===== src/rtl/imm_gen_pipe.sv =====
`default_nettype none
// ============================================================================
// Module   : imm_gen_pipe
// Purpose  : Decodes the immediate of a RISC-V instruction word into a
//            sign-extended XLEN value, a format code and an illegal flag. The
//            result travels in a 2-entry FIFO (output register + skid
//            register) with a valid/ready handshake and an opaque tag.
// Ports    : clk, rst_n (async, active-low), flush (sync discard)
//            in_valid / in_ready / in_instr[31:0] / in_tag[TAG_W-1:0]
//            out_valid / out_ready / out_imm[XLEN-1:0] / out_fmt[2:0]
//            out_illegal / out_tag[TAG_W-1:0]
// Params   : XLEN (32 or 64), TAG_W
// Revision : 1.0  initial release
// ============================================================================
module imm_gen_pipe #(
    parameter int XLEN  = 64,
    parameter int TAG_W = 8
) (
    input  logic             clk,
    input  logic             rst_n,
    input  logic             flush,
    input  logic             in_valid,
    output logic             in_ready,
    input  logic [31:0]      in_instr,
    input  logic [TAG_W-1:0] in_tag,
    output logic             out_valid,
    input  logic             out_ready,
    output logic [XLEN-1:0]  out_imm,
    output logic [2:0]       out_fmt,
    output logic             out_illegal,
    output logic [TAG_W-1:0] out_tag
);

    localparam logic [2:0] c_FMT_NONE = 3'd0;
    localparam logic [2:0] c_FMT_I    = 3'd1;
    localparam logic [2:0] c_FMT_S    = 3'd2;
    localparam logic [2:0] c_FMT_B    = 3'd3;
    localparam logic [2:0] c_FMT_U    = 3'd4;
    localparam logic [2:0] c_FMT_J    = 3'd5;

    localparam bit c_RV64 = (XLEN == 64);

    // Payload layout: {tag, illegal, fmt, imm}
    localparam int c_DW = TAG_W + 4 + XLEN;

    // ------------------------------------------------------------------
    // Combinational decode of the incoming instruction
    // ------------------------------------------------------------------
    logic [31:0]     w_imm32;
    logic [2:0]      w_fmt;
    logic            w_illegal;
    logic [XLEN-1:0] w_imm;
    logic [c_DW-1:0] w_dec_data;

    always_comb begin
        w_imm32   = 32'd0;
        w_fmt     = c_FMT_NONE;
        w_illegal = 1'b0;
        // The full 7-bit match also rejects any word whose bits [1:0] are
        // not 2'b11, since every listed opcode ends in 2'b11.
        case (in_instr[6:0])
            7'b0000011, 7'b0010011, 7'b1100111: begin
                w_fmt   = c_FMT_I;
                w_imm32 = {{20{in_instr[31]}}, in_instr[31:20]};
            end
            7'b0011011: begin
                if (c_RV64) begin
                    w_fmt   = c_FMT_I;
                    w_imm32 = {{20{in_instr[31]}}, in_instr[31:20]};
                end else begin
                    w_illegal = 1'b1;
                end
            end
            7'b0100011: begin
                w_fmt   = c_FMT_S;
                w_imm32 = {{20{in_instr[31]}}, in_instr[31:25], in_instr[11:7]};
            end
            7'b1100011: begin
                w_fmt   = c_FMT_B;
                w_imm32 = {{19{in_instr[31]}}, in_instr[31], in_instr[7],
                           in_instr[30:25], in_instr[11:8], 1'b0};
            end
            7'b0110111, 7'b0010111: begin
                w_fmt   = c_FMT_U;
                w_imm32 = {in_instr[31:12], 12'd0};
            end
            7'b1101111: begin
                w_fmt   = c_FMT_J;
                w_imm32 = {{11{in_instr[31]}}, in_instr[31], in_instr[19:12],
                           in_instr[20], in_instr[30:21], 1'b0};
            end
            7'b0110011: begin
                // R-type: no immediate, but a legal instruction
            end
            7'b0111011: begin
                if (!c_RV64) begin
                    w_illegal = 1'b1;
                end
            end
            default: begin
                w_illegal = 1'b1;
            end
        endcase
    end

    // Every 32-bit immediate above is already sign-correct in bit 31, so
    // widening to XLEN is a plain replication of that bit.
    generate
        if (XLEN > 32) begin : g_ext
            assign w_imm = {{(XLEN-32){w_imm32[31]}}, w_imm32};
        end else begin : g_noext
            assign w_imm = w_imm32;
        end
    endgenerate

    assign w_dec_data = {in_tag, w_illegal, w_fmt, w_imm};

    // ------------------------------------------------------------------
    // 2-entry FIFO control
    // ------------------------------------------------------------------
    logic            r_out_valid;
    logic            r_skid_valid;
    logic            r_in_ready;
    logic [c_DW-1:0] r_out_data;
    logic [c_DW-1:0] r_skid_data;

    logic w_accept;
    logic w_pop;
    logic w_out_valid_nxt;
    logic w_skid_valid_nxt;
    logic w_out_load_dec;
    logic w_out_load_skid;
    logic w_skid_load;

    assign w_accept = in_valid & r_in_ready;
    assign w_pop    = r_out_valid & out_ready;

    always_comb begin
        w_out_valid_nxt  = r_out_valid;
        w_skid_valid_nxt = r_skid_valid;
        w_out_load_dec   = 1'b0;
        w_out_load_skid  = 1'b0;
        w_skid_load      = 1'b0;
        if (flush) begin
            w_out_valid_nxt  = 1'b0;
            w_skid_valid_nxt = 1'b0;
        end else if (w_pop) begin
            if (r_skid_valid) begin
                // Full: in_ready is low, so no accept can coincide here
                w_out_load_skid  = 1'b1;
                w_skid_valid_nxt = 1'b0;
            end else if (w_accept) begin
                w_out_load_dec   = 1'b1;
            end else begin
                w_out_valid_nxt  = 1'b0;
            end
        end else if (w_accept) begin
            if (r_out_valid) begin
                w_skid_load      = 1'b1;
                w_skid_valid_nxt = 1'b1;
            end else begin
                w_out_load_dec   = 1'b1;
                w_out_valid_nxt  = 1'b1;
            end
        end
    end

    always_ff @(posedge clk or negedge rst_n) begin
        if (!rst_n) begin
            r_out_valid  <= 1'b0;
            r_skid_valid <= 1'b0;
            r_in_ready   <= 1'b1;
            r_out_data   <= '0;
            r_skid_data  <= '0;
        end else begin
            r_out_valid  <= w_out_valid_nxt;
            r_skid_valid <= w_skid_valid_nxt;
            // Registered copy of "not full" keeps in_ready off the
            // out_ready combinational path.
            r_in_ready   <= ~w_skid_valid_nxt;
            if (w_out_load_dec) begin
                r_out_data <= w_dec_data;
            end else if (w_out_load_skid) begin
                r_out_data <= r_skid_data;
            end
            if (w_skid_load) begin
                r_skid_data <= w_dec_data;
            end
        end
    end

    assign in_ready    = r_in_ready;
    assign out_valid   = r_out_valid;
    assign out_imm     = r_out_data[XLEN-1:0];
    assign out_fmt     = r_out_data[XLEN+2:XLEN];
    assign out_illegal = r_out_data[XLEN+3];
    assign out_tag     = r_out_data[c_DW-1:XLEN+4];

endmodule
`default_nettype wire


===== config.mk =====
export PLATFORM = sky130hd
export DESIGN_NAME = imm_gen_pipe
export DESIGN_NICKNAME = d
export VERILOG_FILES = /design/src/rtl/imm_gen_pipe.sv
export SDC_FILE = /design/constraint.sdc
export NUM_CORES = 1
export LEC_CHECK = 0
export CAP_MARGIN = 0
export CORE_MARGIN = 3
export CORE_UTILIZATION = 50
export CTS_BUF_LIST = sky130_fd_sc_hd__clkbuf_8
export DETAILED_ROUTE_END_ITERATION = 8
export DONT_BUFFER_PORTS = 1
export GPL_ROUTABILITY_DRIVEN = 0
export PLACE_DENSITY = 0.78
export SLEW_MARGIN = 20
export SYNTH_ARGS = -nofsm -noshare
export SYNTH_HDL_FRONTEND = slang
export SYNTH_SLANG_ARGS = --single-unit

===== constraint.sdc =====
create_clock -name clk -period 1.9 [get_ports clk]
set_clock_uncertainty 0.2 [all_clocks]
set_input_delay 0.475 -clock clk [delete_from_list [all_inputs] [get_ports clk]]
set_output_delay 0.475 -clock clk [all_outputs]
set_load 0.005 [all_outputs]

==> results of run 1 <==
synth_stat cells, types with 4 or more instances:
cell type  number  area, um^2
a21o_1          4        30.0
a211o_1        13         114
buf_2          13        65.1
inv_1           4        15.0
buf_1           4        15.0
a221o_1        19         190
nor3_2          5        50.1
nor2_1         22        82.6
and3_1         27         169
buf_4          32         240
dfrtp_1        90        2250
a31oi_1        29         181
nand2_1       112         420
clkbuf_1       12        45.0
a21oi_1        19        95.1
a22o_1          6        52.6
nand2b_1        4        25.0
layer usage:
metal  part of all wire  routed length (um)
met1               0.41                4700
met2               0.47                5410
met3              0.099                1140
met4              0.023                 266
met5                  0                   0
flip-flops by register name, summed over array words and instances (netlist names):
name / cells
r_out_data: 44
r_skid_data: 44
in_ready: 1
out_valid: 1
r_skid_valid: 1
through the flow:
| stage | cell area, um^2 | hold WS (ns) | TNS [ns] | util | setup WS (ns) |
|---|---|---|---|---|---|
| after floorplan | 4560 | -0.0206 | -2.37 | - | -0.0933 |
| after global placement | 4600 | -0.0189 | -1.25 | 0.525 | -0.0448 |
| after detailed placement | 4600 | -0.0187 | -2.22 | 0.525 | -0.0976 |
| after CTS | 4910 | -0.412 | -0.562 | 0.560 | -0.0438 |
| after global routing | 5080 | -0.419 | -2.29 | 0.580 | -0.105 |
| final | 5080 | -0.405 | -1.00 | 0.580 | -0.0748 |
area by class of cell:
type	instances	area share
multi-input combinational	305	0.374
sequential	91	0.449
clock buffer	9	0.0244
timing repair buffer	43	0.110
inverter	4	0.00295
clock inverter	7	0.0131
tap	108	0.0266
report_power, final:
group	total, mW	switching (mW)	internal (mW)
registers	2.32	0.157	2.16
logic	0.517	0.250	0.267
clock network	1.31	0.701	0.607
total	4.14	1.11	3.04
what timing repair did:
| item | CTS | global route |
|---|---|---|
| gates resized for setup | 3 | 12 |
| endpoints found under the hold margin | 92 | 91 |
| endpoints found under the setup margin | 26 | 58 |
| pin swaps | 3 | 10 |
| setup buffers | 1 | 6 |
| gates cloned | 3 | 3 |
logic make-up (layout without fill, tap and decap cells):
family,after synthesis,in the layout,synth area share
AO/OA/AOI/OAI,110,110,0.193
buffers and inverters,68,63,0.0915
flip-flops,91,91,0.503
multiplexers,6,6,0.0152
AND/OR/NAND/NOR,189,189,0.197
worst reg2reg max path: stages (launching register included):
cell and delay, ns:
dfstp_2 0.57, nand2_4 0.06, or3_4 0.41, bufbuf_16 0.30
a221o_1 0.33
how the worst min path moves through the flow:
stage          start         endpoint  slack (ns)  cells past startpoint
5_1_grt        rst_n   r_out_data[75]       -0.42                      0
3_5_place_dp   rst_n   r_out_data[73]       -0.02                      0
4_1_cts        rst_n   r_out_data[73]       -0.41                      0
3_3_place_gp   rst_n   r_out_data[75]       -0.02                      0
2_1_floorplan  rst_n        out_valid       -0.02                      0
6_report       rst_n  r_skid_data[18]       -0.40                      0
==> results.json, run 1 <==
{
  "status": "finished with violations",
  "violations": "hold timing, setup timing",
  "worstMarginPinSlew_ns": 0.474,
  "slew_headroom": 0.683,
  "clock_sinks": 91,
  "r2r_end": "r_skid_data[4]",
  "final_common_cell": "nand2_1",
  "critPathKind": "flop to flop",
  "slowest_stage": "dfstp_2",
  "synth_area_mm2": 0.00453,
  "stdcell_count": 567,
  "antennaDiodeCount": 0,
  "overflow": 0,
  "drive_gt1_frac": 0.183,
  "synth_cells": 464,
  "hold_path_class": "input pin to asynchronous set/reset pin",
  "num_rows": 34,
  "timing.rr.start": "in_ready",
  "io_pins": 123,
  "grt_use_total": 0.220,
  "cp_num_cells": 4,
  "r2r_slack_ns": -0.07,
  "fin_nets": 499,
  "rsz0062_at_grt": "true",
  "setup.worst_path.end": "r_skid_data[4]",
  "required_ns": 1.95,
  "grt_start_max_net_pins": 92,
  "async_flop_share": 1.00,
  "post-dp-hpwl_mm": 7.35,
  "cp_cell_sequence": "nand2_4, or3_4, bufbuf_16, a221o_1",
  "wl_per_cell_um": 20.3,
  "first_pass_iters": 6,
  "gr-usage-met1": 0.298,
  "syn_to_final_growth_pct": 12.2,
  "core_area_mm2": 0.00876,
  "grt_pass1_vias": 3357,
  "setup_violations": 25,
  "crit_buf_inv": 1,
  "cts_tree": "done",
  "yosysUniqueCellTypes": 51,
  "p_leak_nw": 2.49,
  "cts_root_buffer": "clkbuf_8",
  "ant_nets": 0,
  "fin_ws_ns": -0.0748,
  "power_density_mw_per_mm2": 815,
  "min_period_ns": 1.97,
  "ir_drop_mv": 0.435,
  "avgSynthCellArea_um2": 9.76,
  "critPathTopFamily": "flip-flops",
  "synth_seq_cells": 91,
  "cts_buffer_depth": 2,
  "cp_data_arrival_time_ns": 2.02,
  "final_cell_mix": "nand2_1, dfrtp_1, a31oi_1",
  "met3_usage": 0.0661,
  "clk_pin_slew_worst_paths_ns": 0.10,
  "worst_setup_path_end_kind": "flop",
  "port_buffers": 0,
  "grt_pass1_wl_mm": 17.6,
  "crit_start": "in_ready",
  "synth-edff-count": 0,
  "die_y_um": 101,
  "start_util": 0.517,
  "synth_flop_cell": "dfrtp_1",
  "ff2ff_path_depth": 4,
  "cpPeakStageDelay_ns": 0.57,
  "met2_usage": 0.339,
  "ys_seq_area_frac": 0.503,
  "cts_made_buffers": 9,
  "maxCapViolCount": 0,
  "fin_crit_sh": 1.04,
  "dpl.cell_count": 537,
  "finalMaxSlewViolations": 0,
  "whs_ns": -0.405,
  "htree_levels": 3,
  "drc": 0,
  "fmax_mhz": 506,
  "die-area_mm2": 0.0102,
  "dieWidth_um": 101,
  "vias_per_cell": 6.17,
  "grt.busiest_layer": "met2",
  "ctsHoldBuffers": 1,
  "route.vias.total": 3500,
  "crit_fanout": 11,
  "antenna_found_initial": 0,
  "clkLatencyLatePin_ns": 0.36,
  "ys.warnings.count": 0,
  "startpoint_type": "flop",
  "syn_nets": 509,
  "drt_wl_total_mm": 11.5,
  "finalPower_mw": 4.14,
  "drtIter0Drc": 421,
  "register_area_mm2": 0.00228,
  "hold_viol_final": 91,
  "final.fill_count": 698,
  "multi_input_comb_area_mm2": 0.00190
}
Note: power is estimated with default switching activity, not from simulation.
==> run 2, diff against run 1 <==
--- a/config.mk
+++ b/config.mk
@@ -9,10 +9,11 @@
 export CORE_MARGIN = 3
 export CORE_UTILIZATION = 50
 export CTS_BUF_LIST = sky130_fd_sc_hd__clkbuf_8
+export CTS_CLUSTER_SIZE = 24
 export DETAILED_ROUTE_END_ITERATION = 8
 export DONT_BUFFER_PORTS = 1
 export GPL_ROUTABILITY_DRIVEN = 0
-export PLACE_DENSITY = 0.78
+export PLACE_DENSITY = 0.75
 export SLEW_MARGIN = 20
 export SYNTH_ARGS = -nofsm -noshare
 export SYNTH_HDL_FRONTEND = slang
==> constraint.sdc (replaced) <==
create_clock -name clk -period 2.45 [get_ports clk]
set_clock_uncertainty 0.2 [all_clocks]
set_input_delay 0.6125 -clock clk [delete_from_list [all_inputs] [get_ports clk]]
set_output_delay 0.6125 -clock clk [all_outputs]
set_load 0.005 [all_outputs]
==> results.json, run 2 (synthesis results as in run 1) <==
{
  "required_ns": 2.54,
  "min_period_ns": 2.26,
  "clkLatencyLatePin_ns": 0.35,
  "grt_pass1_vias": 3221,
  "grt_start_max_net_pins": 92,
  "hold_path_class": "input pin to asynchronous set/reset pin",
  "post_cts_buffers": 0,
  "drt_wl_total_mm": 10.7,
  "grt_use_total": 0.216,
  "route.vias.total": 3321,
  "stdcell_count": 540,
  "final_area_mm2": 0.00466,
  "worstMarginPinSlew_ns": 0.752,
  "fin_crit_sh": 0.923,
  "p_leak_nw": 2.24,
  "startpoint_type": "flop",
  "htree_levels": 3,
  "utilization": 0.532,
  "cts_made_buffers": 9,
  "cts_tree": "done",
  "ir_drop_mv": 0.348,
  "die-area_mm2": 0.0102,
  "maxCapViolCount": 0,
  "clk_pin_slew_worst_paths_ns": 0.08,
  "num_rows": 34,
  "finalPower_mw": 3.24,
  "post-dp-hpwl_mm": 7.21,
  "die_y_um": 101,
  "final_cell_mix": "nand2_1, dfrtp_1, a31oi_1",
  "wl_per_cell_um": 19.9,
  "antennaDiodeCount": 0,
  "first_pass_iters": 5,
  "overflow": 0,
  "vias_per_cell": 6.15,
  "drtIter0Drc": 216,
  "core_area_mm2": 0.00876,
  "drive_gt1_frac": 0.125,
  "cpPeakStageDelay_ns": 0.55,
  "status": "finished with violations",
  "dieWidth_um": 101,
  "cts_buffer_depth": 2,
  "dpl.cell_count": 524,
  "fmax_mhz": 442,
  "dpl_cell_area_mm2": 0.00444,
  "clock_sinks": 91,
  "power_density_mw_per_mm2": 694,
  "cts-resized-gates": 0,
  "setup_tns_ns": 0,
  "worst_setup_path_end_kind": "flop",
  "critPathKind": "flop to flop",
  "antenna_found_initial": 0,
  "cts_root_buffer": "clkbuf_8",
  "slowest_stage": "dfstp_2",
  "ant_nets": 0,
  "pre_cts_ws_ns": 0.107,
  "finalMaxSlewViolations": 0,
  "start_util": 0.517,
  "drc": 0,
  "violations": "hold timing",
  "cp_cell_sequence": "nand2_1, or3_1, buf_12, nor3_4, a221o_1",
  "syn_to_final_growth_pct": 2.93,
  "final_common_cell": "nand2_1",
  "slew_headroom": 0.499,
  "fin_ws_ns": 0.190,
  "fin_nets": 472,
  "cp_data_arrival_time_ns": 2.35,
  "rsz0062_at_grt": "false",
  "io_pins": 123,
  "crit_fanout": 28,
  "top_regs": "r_out_data x44, r_skid_data x44",
  "whs_ns": -0.248,
  "hold_viol_final": 91,
  "grt_pass1_wl_mm": 17.4,
  "setup_violations": 0,
  "port_buffers": 0
}
run 2: cell types whose count changed in the layout (fill, tap and decap cells not counted), moves of 3 or more:
cell / previous run / this run
buf_12: 9 / 3
nor3_4: 4 / 1
clkbuf_16: 3 / 0
buf_6: 3 / 0
nor3_2: 3 / 6
buf_4: 24 / 13
run 2: critical path, delay by kind of cell, from the launching register on:
family | cells | cell delay (ns)
AND/OR/NAND/NOR | 3 | 1.03
buffers and inverters | 1 | 0.20
flip-flops | 1 | 0.55
AO/OA/AOI/OAI | 1 | 0.22
run 2: path summary, 6_finish.rpt:
| check | start | end | slack, ns | cells after the start |
|---|---|---|---|---|
| worst max register to register | in_ready | r_skid_data[12] | 0.19 | 5 |
| min in group clk | flush | out_valid | 0.11 | 1 |
| worst min register to register | r_skid_data[68] | r_skid_data[68] | 0.28 | 2 |
| max in group asynchronous | rst_n | in_ready | 2.10 | 0 |
| worst max-delay path | in_ready | r_skid_data[12] | 0.19 | 5 |
| worst min-delay path | rst_n | r_out_data[28] | -0.25 | 0 |
run 2: power by group:
group          total, mW  switching (mW)  leakage [nW]  internal, mW
clock               1.12           0.521         0.113         0.596
combinational      0.328           0.172         0.954         0.156
sequential          1.79           0.115          1.17          1.68
total               3.24           0.808          2.24          2.43
run 2: layout make-up:
type                       count  area (um^2)
inverter                       4         15.0
timing repair buffer          16          158
multi-input combinational    305         1850
tap                          108          135
clock buffer                  10          138
sequential                    91         2280
fill                         791         4100
clock inverter                 6         81.3
run 2: routing by layer:
layer  wire length, um  vias to the layer above  share of wire  global-route usage
met2              5050                      121           0.47               0.323
met5                 0                        -              0                   0
met1              4460                     1645           0.42               0.303
met4                96                        0         0.0090              0.0532
met3              1130                        7           0.10              0.0778
li1                  -                     1548              -                   -
